**src/rtl/control_ejecucion_pipeline_if.sv**
```systemverilog
// rtl/control_ejecucion_pipeline_if.sv - command, fetch and enable bundle of the pipeline execution controller
interface control_ejecucion_pipeline_if #(
  parameter int CANT_BITS_INSTRUCCION = 32,
  parameter int CANT_ETAPAS           = 5,
  parameter int CANT_BITS_CONTADOR    = 32,
  parameter int CANT_BITS_CMD         = 3
);
  logic                             i_cmd_valid;
  logic [CANT_BITS_CMD-1:0]         i_cmd;
  logic [CANT_BITS_INSTRUCCION-1:0] i_instruction_fetch;
  logic                             i_stall_hazard;
  logic [CANT_ETAPAS-1:0]           o_enable_etapas;
  logic                             o_enable_pc;
  logic                             o_halted;
  logic                             o_busy;
  logic [CANT_BITS_CONTADOR-1:0]    o_contador_ciclos;
  logic [2:0]                       o_estado;

  // Controller side
  modport slave (
    input  i_cmd_valid, i_cmd, i_instruction_fetch, i_stall_hazard,
    output o_enable_etapas, o_enable_pc, o_halted, o_busy, o_contador_ciclos, o_estado
  );

  // Debug unit / pipeline side
  modport master (
    output i_cmd_valid, i_cmd, i_instruction_fetch, i_stall_hazard,
    input  o_enable_etapas, o_enable_pc, o_halted, o_busy, o_contador_ciclos, o_estado
  );
endinterface

```
**src/rtl/control_ejecucion_pipeline.sv**
```systemverilog
// rtl/control_ejecucion_pipeline.sv - run/step/stop/halt-drain controller for the 5-stage MIPS pipeline
module control_ejecucion_pipeline #(
  parameter int CANT_BITS_INSTRUCCION = 32,
  parameter int CANT_ETAPAS           = 5,
  parameter int CANT_BITS_CONTADOR    = 32,
  parameter int CANT_BITS_CMD         = 3,
  parameter logic [CANT_BITS_INSTRUCCION-1:0] INSTRUCCION_HALT = {CANT_BITS_INSTRUCCION{1'b1}}
) (
  input  logic i_clock,
  input  logic i_reset,
  control_ejecucion_pipeline_if.slave bus
);

  typedef enum logic [2:0] {
    IDLE   = 3'd0,
    RUN    = 3'd1,
    STEP   = 3'd2,
    DRAIN  = 3'd3,
    HALTED = 3'd4
  } estado_t;

  localparam logic [CANT_BITS_CMD-1:0] CMD_RUN   = CANT_BITS_CMD'(1);
  localparam logic [CANT_BITS_CMD-1:0] CMD_STEP  = CANT_BITS_CMD'(2);
  localparam logic [CANT_BITS_CMD-1:0] CMD_STOP  = CANT_BITS_CMD'(3);
  localparam logic [CANT_BITS_CMD-1:0] CMD_CLEAR = CANT_BITS_CMD'(4);

  localparam int DW = $clog2(CANT_ETAPAS);
  localparam logic [DW-1:0] DRAIN_INIT = DW'(CANT_ETAPAS - 1);

  estado_t                       estado;
  logic [DW-1:0]                 drain_cnt;
  logic                          drain_por_halt;
  logic [CANT_BITS_CONTADOR-1:0] contador;

  logic busy;
  logic halt_detectado;
  logic cmd_run, cmd_step, cmd_stop, cmd_clear;

  assign busy = (estado == RUN) || (estado == STEP) || (estado == DRAIN);

  // HALT only counts when it is really being fetched, i.e. IF is not frozen by a stall
  assign halt_detectado = ((estado == RUN) || (estado == STEP)) && !bus.i_stall_hazard &&
                          (bus.i_instruction_fetch == INSTRUCCION_HALT);

  assign cmd_run   = bus.i_cmd_valid && (bus.i_cmd == CMD_RUN);
  assign cmd_step  = bus.i_cmd_valid && (bus.i_cmd == CMD_STEP);
  assign cmd_stop  = bus.i_cmd_valid && (bus.i_cmd == CMD_STOP);
  assign cmd_clear = bus.i_cmd_valid && (bus.i_cmd == CMD_CLEAR);

  // State machine, drain countdown and saturating cycle counter
  always_ff @(posedge i_clock or posedge i_reset) begin
    if (i_reset) begin
      estado         <= IDLE;
      drain_cnt      <= '0;
      drain_por_halt <= 1'b0;
      contador       <= '0;
    end else begin
      if (busy && (contador != '1)) begin
        contador <= contador + CANT_BITS_CONTADOR'(1);
      end
      case (estado)
        IDLE: begin
          if (cmd_run) begin
            estado <= RUN;
          end else if (cmd_step) begin
            estado <= STEP;
          end else if (cmd_clear) begin
            contador <= '0;
          end
        end
        RUN: begin
          // HALT wins over a simultaneous STOP so the program still ends in HALTED
          if (halt_detectado || cmd_stop) begin
            estado         <= DRAIN;
            drain_cnt      <= DRAIN_INIT;
            drain_por_halt <= halt_detectado;
          end
        end
        STEP: begin
          if (halt_detectado) begin
            estado         <= DRAIN;
            drain_cnt      <= DRAIN_INIT;
            drain_por_halt <= 1'b1;
          end else begin
            estado <= IDLE;
          end
        end
        DRAIN: begin
          if (drain_cnt <= DW'(1)) begin
            drain_cnt <= '0;
            estado    <= drain_por_halt ? HALTED : IDLE;
          end else begin
            drain_cnt <= drain_cnt - DW'(1);
          end
        end
        HALTED: begin
          if (cmd_clear) begin
            estado   <= IDLE;
            contador <= '0;
          end
        end
        default: estado <= IDLE;
      endcase
    end
  end

  // Stage/PC enables from the state, with the load-use stall freezing IF, ID and PC
  always_comb begin
    bus.o_enable_etapas = '0;
    bus.o_enable_pc     = 1'b0;
    case (estado)
      RUN, STEP: begin
        bus.o_enable_etapas = '1;
        bus.o_enable_pc     = !bus.i_stall_hazard;
        if (bus.i_stall_hazard) begin
          bus.o_enable_etapas[1:0] = 2'b00;
        end
      end
      DRAIN: begin
        bus.o_enable_etapas    = '1;
        bus.o_enable_etapas[0] = 1'b0;
      end
      default: begin
        bus.o_enable_etapas = '0;
        bus.o_enable_pc     = 1'b0;
      end
    endcase
  end

  assign bus.o_halted          = (estado == HALTED);
  assign bus.o_busy            = busy;
  assign bus.o_contador_ciclos = contador;
  assign bus.o_estado          = estado;

endmodule

```
**src/flat_wrapper.sv**
```systemverilog
// flat-port wrapper written by rule: the top's interface ports become plain ports
module control_ejecucion_pipeline_flat 
#(
  parameter int CANT_BITS_INSTRUCCION = 32,
  parameter int CANT_ETAPAS           = 5,
  parameter int CANT_BITS_CONTADOR    = 32,
  parameter int CANT_BITS_CMD         = 3,
  parameter logic [CANT_BITS_INSTRUCCION-1:0] INSTRUCCION_HALT = {CANT_BITS_INSTRUCCION{1'b1}}
)
  (i_clock, i_reset, bus_i_cmd_valid, bus_i_cmd, bus_i_instruction_fetch, bus_i_stall_hazard, bus_o_enable_etapas, bus_o_enable_pc, bus_o_halted, bus_o_busy, bus_o_contador_ciclos, bus_o_estado);
  control_ejecucion_pipeline_if #(.CANT_BITS_INSTRUCCION(CANT_BITS_INSTRUCCION), .CANT_ETAPAS(CANT_ETAPAS), .CANT_BITS_CONTADOR(CANT_BITS_CONTADOR), .CANT_BITS_CMD(CANT_BITS_CMD)) bus_i ();
  input  logic i_clock;
  input  logic i_reset;
  input wire logic [$bits(bus_i.i_cmd_valid)-1:0] bus_i_cmd_valid;
  input wire logic [$bits(bus_i.i_cmd)-1:0] bus_i_cmd;
  input wire logic [$bits(bus_i.i_instruction_fetch)-1:0] bus_i_instruction_fetch;
  input wire logic [$bits(bus_i.i_stall_hazard)-1:0] bus_i_stall_hazard;
  output wire logic [$bits(bus_i.o_enable_etapas)-1:0] bus_o_enable_etapas;
  output wire logic [$bits(bus_i.o_enable_pc)-1:0] bus_o_enable_pc;
  output wire logic [$bits(bus_i.o_halted)-1:0] bus_o_halted;
  output wire logic [$bits(bus_i.o_busy)-1:0] bus_o_busy;
  output wire logic [$bits(bus_i.o_contador_ciclos)-1:0] bus_o_contador_ciclos;
  output wire logic [$bits(bus_i.o_estado)-1:0] bus_o_estado;
  assign bus_i.i_cmd_valid = bus_i_cmd_valid;
  assign bus_i.i_cmd = bus_i_cmd;
  assign bus_i.i_instruction_fetch = bus_i_instruction_fetch;
  assign bus_i.i_stall_hazard = bus_i_stall_hazard;
  assign bus_o_enable_etapas = bus_i.o_enable_etapas;
  assign bus_o_enable_pc = bus_i.o_enable_pc;
  assign bus_o_halted = bus_i.o_halted;
  assign bus_o_busy = bus_i.o_busy;
  assign bus_o_contador_ciclos = bus_i.o_contador_ciclos;
  assign bus_o_estado = bus_i.o_estado;
  control_ejecucion_pipeline #(.CANT_BITS_INSTRUCCION(CANT_BITS_INSTRUCCION), .CANT_ETAPAS(CANT_ETAPAS), .CANT_BITS_CONTADOR(CANT_BITS_CONTADOR), .CANT_BITS_CMD(CANT_BITS_CMD), .INSTRUCCION_HALT(INSTRUCCION_HALT)) u_core (.i_clock(i_clock), .i_reset(i_reset), .bus(bus_i));
endmodule
```
**config.mk**
```make
export PLATFORM = sky130hd
export DESIGN_NAME = control_ejecucion_pipeline_flat
export DESIGN_NICKNAME = d
export VERILOG_FILES = /design/src/rtl/control_ejecucion_pipeline_if.sv /design/src/rtl/control_ejecucion_pipeline.sv /design/src/flat_wrapper.sv
export SDC_FILE = /design/constraint.sdc
export NUM_CORES = 1
export LEC_CHECK = 0
export CORE_MARGIN = 2
export CORE_UTILIZATION = 49
export DETAILED_ROUTE_END_ITERATION = 16
export HOLD_SLACK_MARGIN = 0.15
export PLACE_DENSITY_LB_ADDON = 0.2
export SLEW_MARGIN = 20
export SYNTH_ARGS = -nofsm -noshare
export SYNTH_HDL_FRONTEND = slang
export SYNTH_SLANG_ARGS = --single-unit
```
**constraint.sdc**
```tcl
create_clock -name i_clock -period 4.7 [get_ports i_clock]
set_input_delay 0.47 -clock i_clock [delete_from_list [all_inputs] [get_ports i_clock]]
set_output_delay 0.47 -clock i_clock [all_outputs]
set_load 0.005 [all_outputs]
```
==> results.md, run 1 <==
- Number of synthesized flops with an enable pin: 0
- Post-synth top area share: 0.410
- Share of cells above drive strength 1: 0.0592
- Post-CTS Setup Inserts: 0
- Data required time of the worst path: 4230 ps
- GRT Util Overall: 0.229
- CP Max Fanout: 10
- F_max: 408 MHz
- Final cell count without fillers: 392
- Final ANT Viol Nets: 0
- RR Endpoint: u_core.bus.o_contador_ciclos[18]
- Seq/Total Area, Yosys: 0.410
- Rows: 25
- GP Congestion: 0.825
- Hold path cells: 1
- Post-synth ARST share: 1.00
- R2r setup slk: 2390 ps
- Cells on worst reg2reg path: 6
- Final setup vio count: 0
- Vias in the first global route: 2073
- Worst Hold Class: register to register
- # diodes: 0
- Vias per Instance: 5.80
- Hpwl dp: 4340 um
- Clock root buffer: clkbuf_8
- Setup Skew: 8.72 ps
- Max_cap viols: 0
- Yosys top cell by area: dfrtp_1
- Distinct cell type count after synthesis: 47
- Worst-skew pair later-pin latency: 290 ps
- Min-delay src: u_core.bus.o_contador_ciclos[31]
- CTS Sinks: 39
- P_leak: 1.31 nW
- Power per cell area: 404 mW/mm^2
- Routed length per instance: 15.0 um
- Arr. time, crit path: 1980 ps
- RSZ-0062 raised after global routing: false
- Reg2Reg Launch Point: u_core.bus.o_contador_ciclos[0]
- Die Y: 73.7 um
- Number of DRC markers in iteration 0: 95
- Fin. max-slew vios: 0
- Initial antenna violation count: 0
- Overflow left after global routing: 0
- Area Growth Syn to Fin: 37.0%
- Period utilisation layout: 0.521
- Htree depth: 2
- Minimum clock period: 2450 ps
- Nets@finish: 379
- Max clock buf depth: 2
- Total Power: 0.00132 W
- Core area: 0.00469 sq mm
- CTS Buf Count: 5
- IO Port Bufs: 81
- Final Hold Vio Count: 0
- Maximum VDD drop: 279 uV
- Status: finished clean
- Final Util: 0.695
- Synth top area cells: dfrtp_1, nand4_1, nand2_1, xnor2_1, nor2_1
- Slew margin rel.: 0.482
- Placed insts: 384
- CTS tree: yes
- Post-Syn Instances: 262
- Initial Utilization: 0.507
- Global-route wire length before repair: 9770 um
- Hold EP: u_core.bus.o_contador_ciclos[31]
- Hold_buf cts: 0
- Vias: 2274
- Post-CTS Resized: 0
- Die Area: 0.00543 sq mm
- Crit. End Element: output pin
- CTS clock-pin slew for the worst setup and hold paths: 80 ps
- Worst-Margin Slew: 777 ps
- DR pass1 iterations: 4
- Total negative slack: 0 ps
- DIE WIDTH: 73.7 um
- Crit Path Category: register to output pin
- #FFs+latches synth: 39
- IO Pins: 82
- Synthesized Nets: 304
- Post-Syn Area: 0.00238 sq mm
- Largest net degree at the start of global routing: 40
- Syn Area/Cell: 9.09 sq um
- Synth warnings: 0
- DRC Markers: 0
- Routed wire length: 5870 um
- Prevailing post-synth register cell: dfrtp_1
- Worst Setup Start Kind: register
worst max-delay path, stage by stage, from the launching register on:
cell             delay, ps
dfrtp_1                550
nor2_1                 130
or2_2                  330
inv_1                  150
clkdlybuf4s50_1        540
final cells by class:
cell class              count  area (sq um)
fillers                   385          1430
inverters                   7          26.3
flip-flops and latches     39           976
well taps                  54          67.6
clock buffers               7          76.3
repair buffers             83           826
multi-input cells         201          1280
clock inverters             1          5.00
placed cells by master, fill, tap and decap left out, drive strengths merged, types with 7 or more instances in the layout:
| cell | n |
|---|---|
| clkdlybuf4s50 | 81 |
| dfrtp | 39 |
| nand2 | 29 |
| nor2 | 23 |
| nand4 | 19 |
| nand3 | 12 |
| xnor2 | 11 |
| a21oi | 8 |
| nor4 | 8 |
| inv | 7 |
| and3 | 7 |
| o211ai | 7 |
| clkbuf | 7 |
metrics by stage:
step                      setup slack [ps]  cell area (sq um)  hold WS, ps
after global routing                  2140               3260          549
after CTS                             2240               3260          513
after detailed placement              2260               3180          496
final                                 2250               3260          515
after floorplan                       2710               2380          471
after global placement                2280               3180          490
per-layer routing:
layer  vias up  part of all wire  routed length (um)  GRT usage
met5         -                 0                   0          0
met4         0             0.014                  84     0.0485
met3        10             0.042                 246     0.0508
met2        63              0.49                2870      0.362
met1      1079              0.45                2670      0.322
li1       1122                 -                   -          -
flip-flops by register name (all words and copies together), names as in the netlist:
register                      cells
u_core.bus.o_contador_ciclos     32
u_core.drain_por_halt             1
u_core.drain_cnt                  3
u_core.bus.o_estado               3
synth_stat cells, types with 7 or more instances:
| cell type | instances |
|---|---|
| nand3_1 | 12 |
| a21oi_1 | 8 |
| and3_1 | 7 |
| dfrtp_1 | 39 |
| nor2_1 | 23 |
| xnor2_1 | 11 |
| nand4_1 | 19 |
| nor4_1 | 7 |
| inv_1 | 7 |
| o211ai_1 | 7 |
| nand2_1 | 29 |
worst max-delay path by stage:
stage               slack [ps]  cells after the start                                to              startpoint
global placement          2280                      6  u_core.bus.o_contador_ciclos[28]            bus_i_cmd[0]
CTS                       2240                      4            bus_o_enable_etapas[3]  u_core.bus.o_estado[0]
detailed placement        2260                      6  u_core.bus.o_contador_ciclos[28]            bus_i_cmd[0]
floorplan                 2710                      8  u_core.bus.o_contador_ciclos[27]  u_core.bus.o_estado[0]
global route              2140                      4                        bus_o_busy  u_core.bus.o_estado[0]
finish                    2250                      4            bus_o_enable_etapas[3]  u_core.bus.o_estado[0]
logic make-up after synthesis:
| kind of cell | count (synthesis) | share of synthesized area |
|---|---|---|
| AND/OR/NAND/NOR | 132 | 0.299 |
| AO/OA/AOI/OAI | 52 | 0.170 |
| flip-flops | 39 | 0.410 |
| buffers and inverters | 22 | 0.0525 |
| XOR/XNOR | 11 | 0.0405 |
| multiplexers | 3 | 0.0126 |
| adder cells (fa/ha/maj) | 3 | 0.0158 |
report_power, final:
group          total (W)  internal [W]  switching, W
clock network   0.000217      0.000104      0.000113
logic           0.000533      0.000326      0.000206
registers       0.000567      0.000426      0.000141
Note: power is estimated with default switching activity, not from simulation.
==> inputs of run 2 (changes only) <==
CORE_UTILIZATION = 46   (was 49)
clock period = 2.3 ns   (was 4.7 ns; I/O delays follow)
==> run 2 against run 1 <==
Compared with the run above: sequential power is 99% higher; total power rose by 110%; non-clock buffer count grew 8; first-iteration DRC count fell by 12%; highest routed layer unchanged; clock power rose by 110%; wire length rose by 4.2%.
==> results.md, run 2 (synthesized netlist as in run 1, its figures left out) <==
- Buffers & Inverters on Critical Path: 2 (unchanged)
- Vias per Instance: 5.56 (-4.1%)
- Hold_buf cts: 0 (unchanged)
- IO Port Bufs: 81 (unchanged)
- Max_cap viols: 0 (unchanged)
- Crit path cell chain: buf_4, nor2b_1, o21a_1, or2_2, clkdlybuf4s50_1
- Max clock buf depth: 2 (unchanged)
- P_leak: 1.35 nW (+3.1%)
- F_max: 453 MHz
- DIE WIDTH: 75.9 um (+3.0%)
- Routed wire length: 6120 um (+4.2%)
- Most frequent cells in the layout: clkdlybuf4s50_1, dfrtp_1, nand2_1, nor2_1, nand4_1
- Critical path startpoint: u_core.bus.o_estado[1]
- Worst-skew pair later-pin latency: 300 ps (about the same)
- Slew margin rel.: 0.633 (+0.151)
- Setup ws final: 94.4 ps (-2150 ps)
- Slowest stage delay, CP: 450 ps (-100 ps)
- Number of DRC markers in iteration 0: 84 (-12%)
- Crit path max-delay cell type: clkdlybuf4s50_1
- Final setup vio count: 0 (unchanged)
- Global-route wire length before repair: 10300 um (+5.4%)
- Post-CTS Resized: 0 (unchanged)
- Family with the most delay on the worst path: buffers and inverters
- DR pass1 iterations: 4 (unchanged)
- Maximum VDD drop: 632 uV (+130%)
- Die Y: 75.9 um (+3.0%)
- CTS Buf Count: 5 (unchanged)
- # diodes: 0 (unchanged)
- Htree depth: 2 (unchanged)
- IO Pins: 82 (unchanged)
- CTS Sinks: 39 (unchanged)
- Setup Skew: 8.74 ps (+0.0132 ps)
- Core area: 0.00504 sq mm (+7.5%)
- Data required time of the worst path: 2070 ps (-2160 ps)
- R2r setup slk: 200 ps (-2190 ps)
- CTS clock-pin slew for the worst setup and hold paths: 80 ps (about the same)
- Worst Hold Class: primary input to async pin
- Reg2Reg Launch Point: u_core.bus.o_contador_ciclos[16]
- Crit Path Category: register to output pin
- CP Max Fanout: 9 (-1)
- Vias: 2308 (+1.5%)
- Routed length per instance: 14.7 um (-1.5%)
- Hpwl dp: 4650 um (+7.0%)
- Total negative slack: 0 ps (unchanged)
- Final Hold Vio Count: 0 (unchanged)
- Most common cell after layout, fill and taps aside: clkdlybuf4s50_1
- Area Growth Syn to Fin: 40.4%
- Share of cells above drive strength 1: 0.0841 (+0.0249)
- Fin. max-slew vios: 0 (unchanged)
- Post-Place Cell Area: 0.00326 sq mm (+2.5%)
- Final ANT Viol Nets: 0 (unchanged)
- Design Area, Final: 0.00334 sq mm (+2.5%)
- DP Worst Slack: 229 ps (-2030 ps)
- Arr. time, crit path: 1980 ps (about the same)
- Total Power: 0.00275 W (+110%)
- CTS tree: yes
- Largest net degree at the start of global routing: 40 (unchanged)
- Overflow left after global routing: 0 (unchanged)
- Placed insts: 408 (+6.3%)
- GRT Util Overall: 0.215 (-0.0136)
- Final cell count without fillers: 415 (+5.9%)
- Initial antenna violation count: 0 (unchanged)
- Crit. End Element: output pin
- Minimum clock period: 2210 ps
- Status: finished clean
- Die Area: 0.00577 sq mm (+6.2%)
- Worst Setup Start Kind: register
- Vias in the first global route: 2247 (+8.4%)
- Rows: 26 (+4.0%)
- Period utilisation layout: 0.959
- Power per cell area: 824 mW/mm^2 (+100%)
- Clock root buffer: clkbuf_8
- Initial Utilization: 0.472 (-0.0353)
- Post-CTS Setup Inserts: 0 (unchanged)
- DRC Markers: 0 (unchanged)
- GP Congestion: 0.859 (+4.1%)
- RSZ-0062 raised after global routing: false
- Worst-Margin Slew: 551 ps (-226 ps)
- Max reg flops: 32 (unchanged)
- Nets@finish: 387 (+2.1%)
==> run 2: cell count changes in the layout (fill, tap and decap cells not counted) <==
cell / change
clkbuf_1: -2
clkinv_4: +1
buf_4: +8
==> run 2: worst paths after layout <==
check | depth (start not counted) | to
max in group asynchronous | 3 | u_core.bus.o_contador_ciclos[7]
worst max-delay path | 5 | bus_o_enable_etapas[1]
worst min-delay path | 3 | u_core.bus.o_contador_ciclos[17]
min in group i_clock | 1 | u_core.bus.o_contador_ciclos[31]
worst min register to register | 1 | u_core.bus.o_contador_ciclos[31]
worst max register to register | 5 | u_core.bus.o_contador_ciclos[27]
==> run 2: report_power, final <==
| part | leakage, nW | switching, W | internal (W) | total [W] |
|---|---|---|---|---|
| combinational | 0.801 | 0.000473 | 0.000696 | 0.00117 |
| sequential | 0.505 | 0.000258 | 0.000871 | 0.00113 |
| clock | 0.0440 | 0.000250 | 0.000207 | 0.000457 |
| total | 1.35 | 0.000981 | 0.00177 | 0.00275 |
==> run 2: final cells by class <==
cell class              instances  area (sq um)
flip-flops and latches         39           976
clock inverters                 2          13.8
clock buffers                   5          68.8
well taps                      70          87.6
fillers                       419          1700
multi-input cells             201          1280
repair buffers                 91           886
inverters                       7          26.3
==> run 2: worst min-delay path, stage by stage <==
cell and delay [ps]:
clkdlybuf4s50_1 390, inv_1 50, buf_4 430
==> run 2: per-stage QoR <==
step,utilization,hold WS [ps]
floorplan,-,435
global placement,0.647,488
detailed placement,0.647,496
CTS,0.663,369
global route,0.663,422
finish,0.663,355
==> run 2: per-layer routing <==
layer / vias up / GRT usage / part of all wire
li1: 1139 / - / -
met4: 0 / 0.0418 / 0.0038
met2: 56 / 0.363 / 0.48
met1: 1111 / 0.289 / 0.47
met5: - / 0 / 0
met3: 2 / 0.0464 / 0.041
==> inputs of run 3 (changes only) <==
SETUP_SLACK_MARGIN = 0.2   (was unset)
==> run 3 against run 2 <==
Compared with the run above: clock-buffer cell count stayed put; critical path depth unchanged; sequential cell count did not move; sequential share of layout area is 0.40 points lower; combinational power is 6% higher; core utilization up 1.4 points; final cell count grew 1.9%; clock skew grew 1.0 ps.
==> results.md, run 3 (synthesized netlist as in run 1, its figures left out) <==
- Power per cell area: 826 mW/mm^2 (+0.25%)
- Reg2Reg Launch Point: u_core.bus.o_contador_ciclos[17]
- CTS tree: yes
- Worst-skew pair later-pin latency: 300 ps (about the same)
- # diodes: 0 (unchanged)
- P_leak: 1.38 nW (+2.5%)
- Vias in the first global route: 2247 (unchanged)
- Max reg flops: 32 (unchanged)
- Vias: 2336 (+1.2%)
- Number of DRC markers in iteration 0: 99 (+18%)
- Period utilisation layout: 0.876 (-0.0835)
- Maximum VDD drop: 639 uV (+1.1%)
- Crit Path Category: register to register
- F_max: 497 MHz (+9.5%)
- GRT Util Overall: 0.215 (unchanged)
- Htree depth: 2 (unchanged)
- Internal: 0.00183 W (+3.2%)
- Most common cell after layout, fill and taps aside: clkdlybuf4s50_1
- Data required time of the worst path: 2530 ps (+460 ps)
- Worst Hold Class: primary input to async pin
- Largest net degree at the start of global routing: 40 (unchanged)
- GP Congestion: 0.859 (unchanged)
- Initial antenna violation count: 0 (unchanged)
- NetSw: 0.000992 W (+1.1%)
- Cells on worst reg2reg path: 5 (unchanged)
- Reg power frac: 0.400 (-0.010)
- Initial Utilization: 0.472 (unchanged)
- Crit path cell chain: and3_2, and4_4, a31o_4, or4_1, a21oi_1
- CTS Sinks: 39 (unchanged)
- Crit. End Element: register
- Die Area: 0.00577 sq mm (unchanged)
- DIE WIDTH: 75.9 um (unchanged)
- Final Hold Vio Count: 0 (unchanged)
- Nets@finish: 395 (+2.1%)
- Share of cells above drive strength 1: 0.133 (+0.0491)
- CTS Buf Count: 5 (unchanged)
- Slowest stage delay, CP: 510 ps (+60 ps)
- Hpwl dp: 4650 um (unchanged)
- IO Pins: 82 (unchanged)
- Logic pwr share: 0.440 (+0.016)
- Fill cells: 419 (unchanged)
- Status: finished clean
- IO Port Bufs: 81 (unchanged)
- Worst-Margin Slew: 571 ps (+20.1 ps)
- Minimum clock period: 2010 ps (-192 ps)
- RR Endpoint: u_core.bus.o_contador_ciclos[11]
- Crit path max-delay cell type: or4_1
- Multi-input gate area: 0.00129 sq mm (+0.49%)
- Max_cap viols: 0 (unchanged)
- Sw frac: 0.351 (-0.00473)
- Routed wire length: 6200 um (+1.5%)
- R2r setup slk: 290 ps (+90 ps)
- Clock share of power: 0.160 (-0.006)
- Core area: 0.00504 sq mm (unchanged)
- Setup Skew: 9.74 ps (+1.01 ps)
- Final Util: 0.677 (+0.0144)
- WHS: 353 ps (-2.08 ps)
- Most frequent cells in the layout: clkdlybuf4s50_1, dfrtp_1, nand2_1, nor2_1, nand4_1
- Max clock buf depth: 2 (unchanged)
- Clock root buffer: clkbuf_8
- DRC Markers: 0 (unchanged)
- Area Growth Syn to Fin: 43.5%
- CP Max Fanout: 22 (+13)
- Die Y: 75.9 um (unchanged)
- Total negative slack: 0 ps (unchanged)
- CTS clock-pin slew for the worst setup and hold paths: 80 ps (about the same)
- Vias per Instance: 5.52 (-0.70%)
- Final ANT Viol Nets: 0 (unchanged)
- Slew margin rel.: 0.619 (-0.0134)
- Overflow left after global routing: 0 (unchanged)
- RSZ-0062 raised after global routing: true
- Rows: 26 (unchanged)
- Global-route wire length before repair: 10300 um (unchanged)
- Worst Setup Start Kind: register
- DR pass1 iterations: 4 (unchanged)
- Routed length per instance: 14.7 um (-0.46%)
- Reg area: 983 sq um (+0.77%)
- Arr. time, crit path: 2240 ps (+260 ps)
- Final setup vio count: 0 (unchanged)
- Fin. max-slew vios: 0 (unchanged)
-- run 3: changes by cell type in the layout (fill, tap and decap cells not counted), sizes merged --
cell,before,now
clkdlybuf4s50,81,80
buf,10,18
dlygate4sd2,0,1
-- run 3: per-stage QoR --
stage                     cells  cell area [sq um]  power, W  worst slack [ps]
after floorplan             262               2380   0.00168               307
after global placement      408               3260   0.00227               268
after detailed placement    408               3260   0.00231               229
after CTS                   415               3340   0.00276               215
after global routing        423               3420   0.00304               144
final                       423               3420   0.00282               286
-- run 3: worst max-delay path by stage --
stage	startpoint	to	slack, ps	depth (start not counted)
final	u_core.bus.o_contador_ciclos[17]	u_core.bus.o_contador_ciclos[11]	290	5
after floorplan	u_core.bus.o_estado[0]	u_core.bus.o_contador_ciclos[27]	310	8
after CTS	u_core.bus.o_contador_ciclos[16]	u_core.bus.o_contador_ciclos[27]	220	5
after global placement	u_core.bus.o_contador_ciclos[16]	u_core.bus.o_contador_ciclos[27]	270	5
after global routing	u_core.bus.o_contador_ciclos[0]	u_core.bus.o_contador_ciclos[20]	140	6
after detailed placement	u_core.bus.o_contador_ciclos[16]	u_core.bus.o_contador_ciclos[27]	230	5
-- run 3: cell type report --
type	instances	area share
Inverter	7	0.00769
Clock inverter	2	0.00403
Tap cell	70	0.0256
Timing Repair Buffer	99	0.277
Sequential cell	39	0.288
Clock buffer	5	0.0201
Multi-Input combinational cell	201	0.378
-- run 3: what timing repair did --
action / 4_1_cts / 5_1_grt
hold buffers: 0 / 0
hold endpoints to repair: 0 / 0
setup endpoints to repair: 1 / 18
pin swaps: 1 / 3
buffers inserted: 0 / 8
gates resized for setup: 1 / 11
-- run 3: metal layers --
layer  wire, um  share of wire  up-vias  track usage
met3        359          0.058        3       0.0464
met1       2780           0.45     1110        0.289
li1           -              -     1157            -
met4         38         0.0061        0       0.0418
met5          0              0        -            0
met2       3030           0.49       66        0.363
-- run 3: power groups by stage --
stage / registers, W / clock network (W) / logic, W
after floorplan: 0.00110 / 0 / 0.000581
after global placement: 0.00113 / 0 / 0.00114
after detailed placement: 0.00114 / 0 / 0.00117
after CTS: 0.00113 / 0.000463 / 0.00117
after global routing: 0.00116 / 0.000494 / 0.00138
final: 0.00113 / 0.000452 / 0.00124
-- run 3: critical path, delay by kind of cell, from the launching register on --
family,cells,cell delay (ps)
AND/OR/NAND/NOR,3,1030
AO/OA/AOI/OAI,2,450
flip-flops,1,450
